[config.mk]
export PLATFORM = sky130hd
export DESIGN_NAME = mem_stage_wait
export DESIGN_NICKNAME = d
export VERILOG_FILES = /design/src/rtl/mem_stage_wait.sv
export SDC_FILE = /design/constraint.sdc
export NUM_CORES = 2
export LEC_CHECK = 0
export ABC_CLOCK_PERIOD_IN_PS = 76700
export CAP_MARGIN = 0
export CORE_AREA = 2 2 299 597
export DETAILED_ROUTE_END_ITERATION = 10
export DIE_AREA = 0 0 301 599
export DONT_BUFFER_PORTS = 1
export PLACE_DENSITY = 0.81
export SYNTH_ARGS = -nofsm -noshare
export SYNTH_HDL_FRONTEND = slang
export SYNTH_SLANG_ARGS = --single-unit
[constraint.sdc]
create_clock -name clk -period 76.7 [get_ports clk]
set_clock_uncertainty 0.2 [all_clocks]
set_input_delay 15.34 -clock clk [delete_from_list [all_inputs] [get_ports clk]]
set_output_delay 15.34 -clock clk [all_outputs]
set_load 0.01 [all_outputs]
[src/rtl/mem_stage_wait.sv]
// MEM pipeline stage backed by a multi-cycle data memory.
// Pass-through fields go straight to MEM/WB; loads/stores hold ready low
// for WAIT_CYCLES cycles, then present results for one DONE cycle.
module mem_stage_wait #(
  parameter int DATA_W      = 32,
  parameter int REG_W       = 4,
  parameter int ADDR_BASE   = 1024,
  parameter int DEPTH       = 64,
  parameter int WAIT_CYCLES = 3
) (
  input  logic              clk,
  input  logic              rst,
  input  logic              wb_en_in,
  input  logic              mem_r_en_in,
  input  logic              mem_w_en_in,
  input  logic [DATA_W-1:0] alu_res_in,
  input  logic [DATA_W-1:0] val_rm_in,
  input  logic [REG_W-1:0]  dest_in,
  output logic              wb_en_out,
  output logic              mem_r_en_out,
  output logic [DATA_W-1:0] alu_res_out,
  output logic [REG_W-1:0]  dest_out,
  output logic [DATA_W-1:0] data_memory_out,
  output logic              ready,
  output logic              addr_err
);

  localparam int IDX_W = $clog2(DEPTH);
  localparam int CNT_W = $clog2(WAIT_CYCLES) + 1;

  localparam logic [1:0] S_IDLE = 2'd0;
  localparam logic [1:0] S_BUSY = 2'd1;
  localparam logic [1:0] S_DONE = 2'd2;

  logic [1:0]        r_state;
  logic [CNT_W-1:0]  r_cnt;
  logic [DATA_W-1:0] r_rdata;
  logic [DATA_W-1:0] r_mem [DEPTH];

  logic              w_req;
  logic [DATA_W-1:0] w_off;
  logic [IDX_W-1:0]  w_idx;
  logic              w_bad;
  logic              w_access;

  // Control and ALU fields are not touched by this stage
  assign wb_en_out    = wb_en_in;
  assign mem_r_en_out = mem_r_en_in;
  assign alu_res_out  = alu_res_in;
  assign dest_out     = dest_in;

  assign w_req = mem_r_en_in | mem_w_en_in;

  // Byte address -> word index, plus range/alignment check
  assign w_off = alu_res_in - DATA_W'(ADDR_BASE);
  assign w_idx = w_off[IDX_W+1:2];
  assign w_bad = (alu_res_in < DATA_W'(ADDR_BASE)) | (w_off[1:0] != 2'b00)
               | ((w_off >> 2) >= DATA_W'(DEPTH));

  // The request cycle in IDLE already counts as the first stall cycle, so the
  // access edge is the one that ends the WAIT_CYCLES-th low cycle. With a single
  // wait cycle that is the IDLE edge itself and BUSY is skipped.
  assign w_access = ((r_state == S_IDLE) & w_req & (WAIT_CYCLES == 1))
                  | ((r_state == S_BUSY) & (r_cnt == '0));

  // Ready drops combinationally on a request and returns in DONE
  always_comb begin
    ready = 1'b1;
    case (r_state)
      S_IDLE:  ready = ~w_req;
      S_BUSY:  ready = 1'b0;
      default: ready = 1'b1;
    endcase
  end

  // Results are only visible during the DONE cycle
  always_comb begin
    data_memory_out = '0;
    addr_err        = 1'b0;
    if (r_state == S_DONE) begin
      data_memory_out = r_rdata;
      addr_err        = w_bad;
    end
  end

  // Stall FSM and wait counter
  always_ff @(posedge clk or posedge rst) begin
    if (rst) begin
      r_state <= S_IDLE;
      r_cnt   <= '0;
    end else begin
      case (r_state)
        S_IDLE: begin
          if (w_req) begin
            if (WAIT_CYCLES == 1) begin
              r_state <= S_DONE;
            end else begin
              r_state <= S_BUSY;
              r_cnt   <= CNT_W'(WAIT_CYCLES - 2);
            end
          end
        end
        S_BUSY: begin
          if (r_cnt == '0) r_state <= S_DONE;
          else             r_cnt   <= r_cnt - 1'b1;
        end
        default: r_state <= S_IDLE;
      endcase
    end
  end

  // Load data register; stores (including r_en & w_en) and bad loads return 0
  always_ff @(posedge clk or posedge rst) begin
    if (rst) begin
      r_rdata <= '0;
    end else if (w_access) begin
      if (mem_w_en_in || w_bad) r_rdata <= '0;
      else                      r_rdata <= r_mem[w_idx];
    end
  end

  // Word array, cleared on reset, written only on a good store's access edge
  always_ff @(posedge clk or posedge rst) begin
    if (rst) begin
      for (int i = 0; i < DEPTH; i++) r_mem[i] <= '0;
    end else if (w_access && mem_w_en_in && !w_bad) begin
      r_mem[w_idx] <= val_rm_in;
    end
  end

endmodule

==> key figures <==
Timing
  – Fmax: approximately 31 MHz
  – Worst-Margin Slew: ~1.6 ns
  – Unrepaired setup endpoints after global routing: false
  – Minimum clock period: between 30 and 40 ns
  – Final setup violation count: 0
  – Fin. max-slew vios: 6
  – Final Hold Viols: 0
  – Period utilization: around 42%
  – Final TNS setup: 0 ns
  – Rel. slew slack: -5.53%

Yosys
  – Synth cell types: 64
  – Syn Inst Count: roughly 7000
  – Area leader, netlist: dfrtp_1
  – Synth area leaders: dfrtp_1, mux2_2, mux4_2
  – Async SR Flop Fraction: 100%
  – Synth Area per Inst: around 14 um2
  – Post-synthesis sequential area ratio: 54.3%
  – Synth top area share: between 50% and 60%
  – Post-synth EDFFs: 0
  – Area of the mapped netlist: between 90000 and 100000 um2
  – Warnings, synthesis: 0
  – Top FF cell, synth: dfrtp_1
  – Seq cells post-synth: between 2000 and 2500
  – Syn_nets: around 7000

Cells and area
  – Nets: between 6000 and 7000
  – Area Growth Syn to Fin: 7.44%
  – Share of cells above drive strength 1: 42.4%
  – # fillers: between 10000 and 15000
  – Final Instance Area: between 100000 and 150000 um2
  – Post-Layout Cell Count: roughly 9000
  – Final Util: about three fifths

Floorplan
  – DIE HEIGHT: 599 um
  – FP Rows: between 200 and 250
  – I/O Pins: 145
  – Core Region: between 150000 and 200000 um2
  – Die W: 301 um
  – DIE AREA: 180000 um2
  – Initial Util: 54.6%

GRT
  – Initial antenna violation count: 20
  – First-pass GRT wire length: between 400000 and 500000 um
  – Total track usage: between 30% and 40%
  – Gr ovfl total: 0
  – Number of global-route vias before repair: ~68000
  – Largest net degree at the start of global routing: 518

Critical path
  – CP Cell Sequence: or4_1, nor4_1, nand4b_1, nor3_1, o2111ai_4, and2_1
  – CP peak stage delay: roughly 0.52 ns
  – WP data required: between 60 and 70 ns
  – Delay-heaviest family, CP: simple AND/OR/NAND/NOR gates
  – Crit path max fanout: 2
  – Worst setup EP type: output port
  – Crit Path Class: primary input to output port
  – Buf/Inv on CP: 0
  – CP arrival: approximately 17 ns
  – Slowest stage cell on the critical path: or4_1
  – Type of origin of the critical path: primary input

Pwr
  – Design Power: around 2.2 mW
  – Power Density: between 20 and 25 nW/um2
  – Pleak: 50.9 nW
  – VDD IR max: approximately 0.028 mV

Placement
  – PortBufs: 0
  – Post-DP HPWL: ~190000 um
  – Placer Congestion: around 0.92
  – Cell Area, Placed: about 100000 um2
  – Cell Count Post-Placement: roughly 8700

Hold path
  – Worst Hold Class: flip-flop to flip-flop

Detailed routing
  – DRC viols: 0
  – Drt pass-1 iters: 8
  – Antenna violation net count after detailed routing: 0
  – Drt first-iter violations: ~8500
  – DR vias/cell: approximately 7.3
  – Vias post-DR: 66100
  – Routed wire per std cell: 37.5 um
  – Detailed-route wire length: about 340000 um

CTS
  – CTS Buf Count: 179
  – Post-CTS Setup Inserts: 0
  – Clock Latency Late Sink: approximately 0.90 ns
  – CTS Root Cell: clkbuf_16
  – Clock Sinks: about 2100
  – Clk slew on worst S/H paths: 0.06 ns
  – Bufs on Longest Clock Path: 4
  – H-Tree Depth: 4
  – CTS tree: yes
  – PostCTS Resize Cnt: 0
  – Hold Buf Count CTS: 0

Status
  – Status: finished with violations
  – Failing checks: capacitance limit, slew limit

Job
  – Max-Cap Viols: 1
[layout by cell type, fill, tap and decap left out, drive strengths merged, types with 23 or more instances in the layout]
master / instances
nand3: 23
nor4: 78
a211oi: 29
and2: 38
mux2i: 206
o221ai: 125
a221oi: 27
nand2: 131
a21oi: 146
clkbuf: 254
mux4: 97
dfrtp: 2085
o21ai: 136
buf: 200
mux2: 2294
a22oi: 52
o22ai: 344
nor2: 115
nor3: 35
clkinv: 37
[sequential cells by signal (all words and copies together), names as in the netlist]
name	count
r_mem	2048
r_state	2
r_rdata	32
r_cnt	3
[synth_stat cells, types with 38 or more instances]
| cell type | n |
|---|---|
| a21oi_1 | 146 |
| a22oi_1 | 52 |
| o22ai_1 | 344 |
| o221ai_1 | 125 |
| nor4_4 | 48 |
| mux2i_1 | 206 |
| clkbuf_1 | 368 |
| nor2_1 | 115 |
| mux4_2 | 97 |
| buf_1 | 79 |
| nand2_1 | 131 |
| o21ai_0 | 136 |
| mux2_1 | 151 |
| and2_1 | 38 |
| buf_4 | 123 |
| dfrtp_1 | 2085 |
| mux2_2 | 2143 |
| buf_2 | 167 |
[report_power, final]
group	total, mW	switching, mW	internal (mW)
sequential	1.10	0.000976	1.10
combinational	0.131	0.100	0.0310
clock	0.966	0.423	0.543
[worst register-to-register path: stages (launching register included)]
cell and delay, ns:
dfrtp_1 0.36, inv_1 0.11, ha_1 0.17, nor2b_1 0.21, nand2_1 0.07, buf_4 0.30, inv_1 0.20, nand2_4 0.10
buf_4 0.42, nor4_4 1.25, buf_4 0.69, mux2_2 0.46
[final timing paths]
kind                               endpoint            from  slack (ns)  cells after the start
worst max-delay path               addr_err  alu_res_in[30]       44.13                      6
worst min-delay path            r_rdata[25]     r_rdata[25]        0.28                      2
worst max register to register  r_mem[1628]        r_cnt[0]       72.04                     11
worst min register to register  r_rdata[25]     r_rdata[25]        0.28                      2
max in group asynchronous       r_mem[1292]             rst       55.48                      8
min in group asynchronous       r_mem[2042]             rst       14.25                      1
[logic make-up (layout without fill, tap and decap cells)]
| family | after synthesis | count (layout) | synth area share (%) |
|---|---|---|---|
| buffers and inverters | 780 | 528 | 3.98 |
| XOR/XNOR | 2 | 2 | 0.0182 |
| multiplexers | 2597 | 2597 | 31.3 |
| AND/OR/NAND/NOR | 483 | 483 | 3.32 |
| flip-flops | 2085 | 2085 | 54.3 |
| other | 0 | 14 | 0 |
| AO/OA/AOI/OAI | 1012 | 1012 | 7.06 |
| adder cells (fa/ha/maj) | 2 | 2 | 0.0260 |
[through the flow]
stage                     setup slack [ns]  hold WS (ns)
final                                44.13         0.278
after global routing                 43.96         0.301
after CTS                            44.06         0.284
after detailed placement             44.10         0.266
after global placement               44.12         0.261
after floorplan                       2.26         0.240
[per-layer routing]
metal	share of wire [%]	global-route usage, %	up-vias
met4	11	33.0	28
met5	0.053	0	-
li1	-	-	24800
met2	45	56.5	5011
met3	12	12.0	1927
met1	32	42.6	34300
[area by class of cell]
type | instances | area (um2) | share of cell area (%)
diodes | 14 | 35.0 | 0.0339
clock buffers | 254 | 5310 | 5.14
clock inverters | 61 | 783 | 0.759
inverters | 13 | 61.3 | 0.0594
multi-input cells | 4096 | 40500 | 39.2
flip-flops and latches | 2085 | 52200 | 50.5
well taps | 2310 | 2890 | 2.80
repair buffers | 200 | 1540 | 1.49
Note: power is estimated with default switching activity, not from simulation.
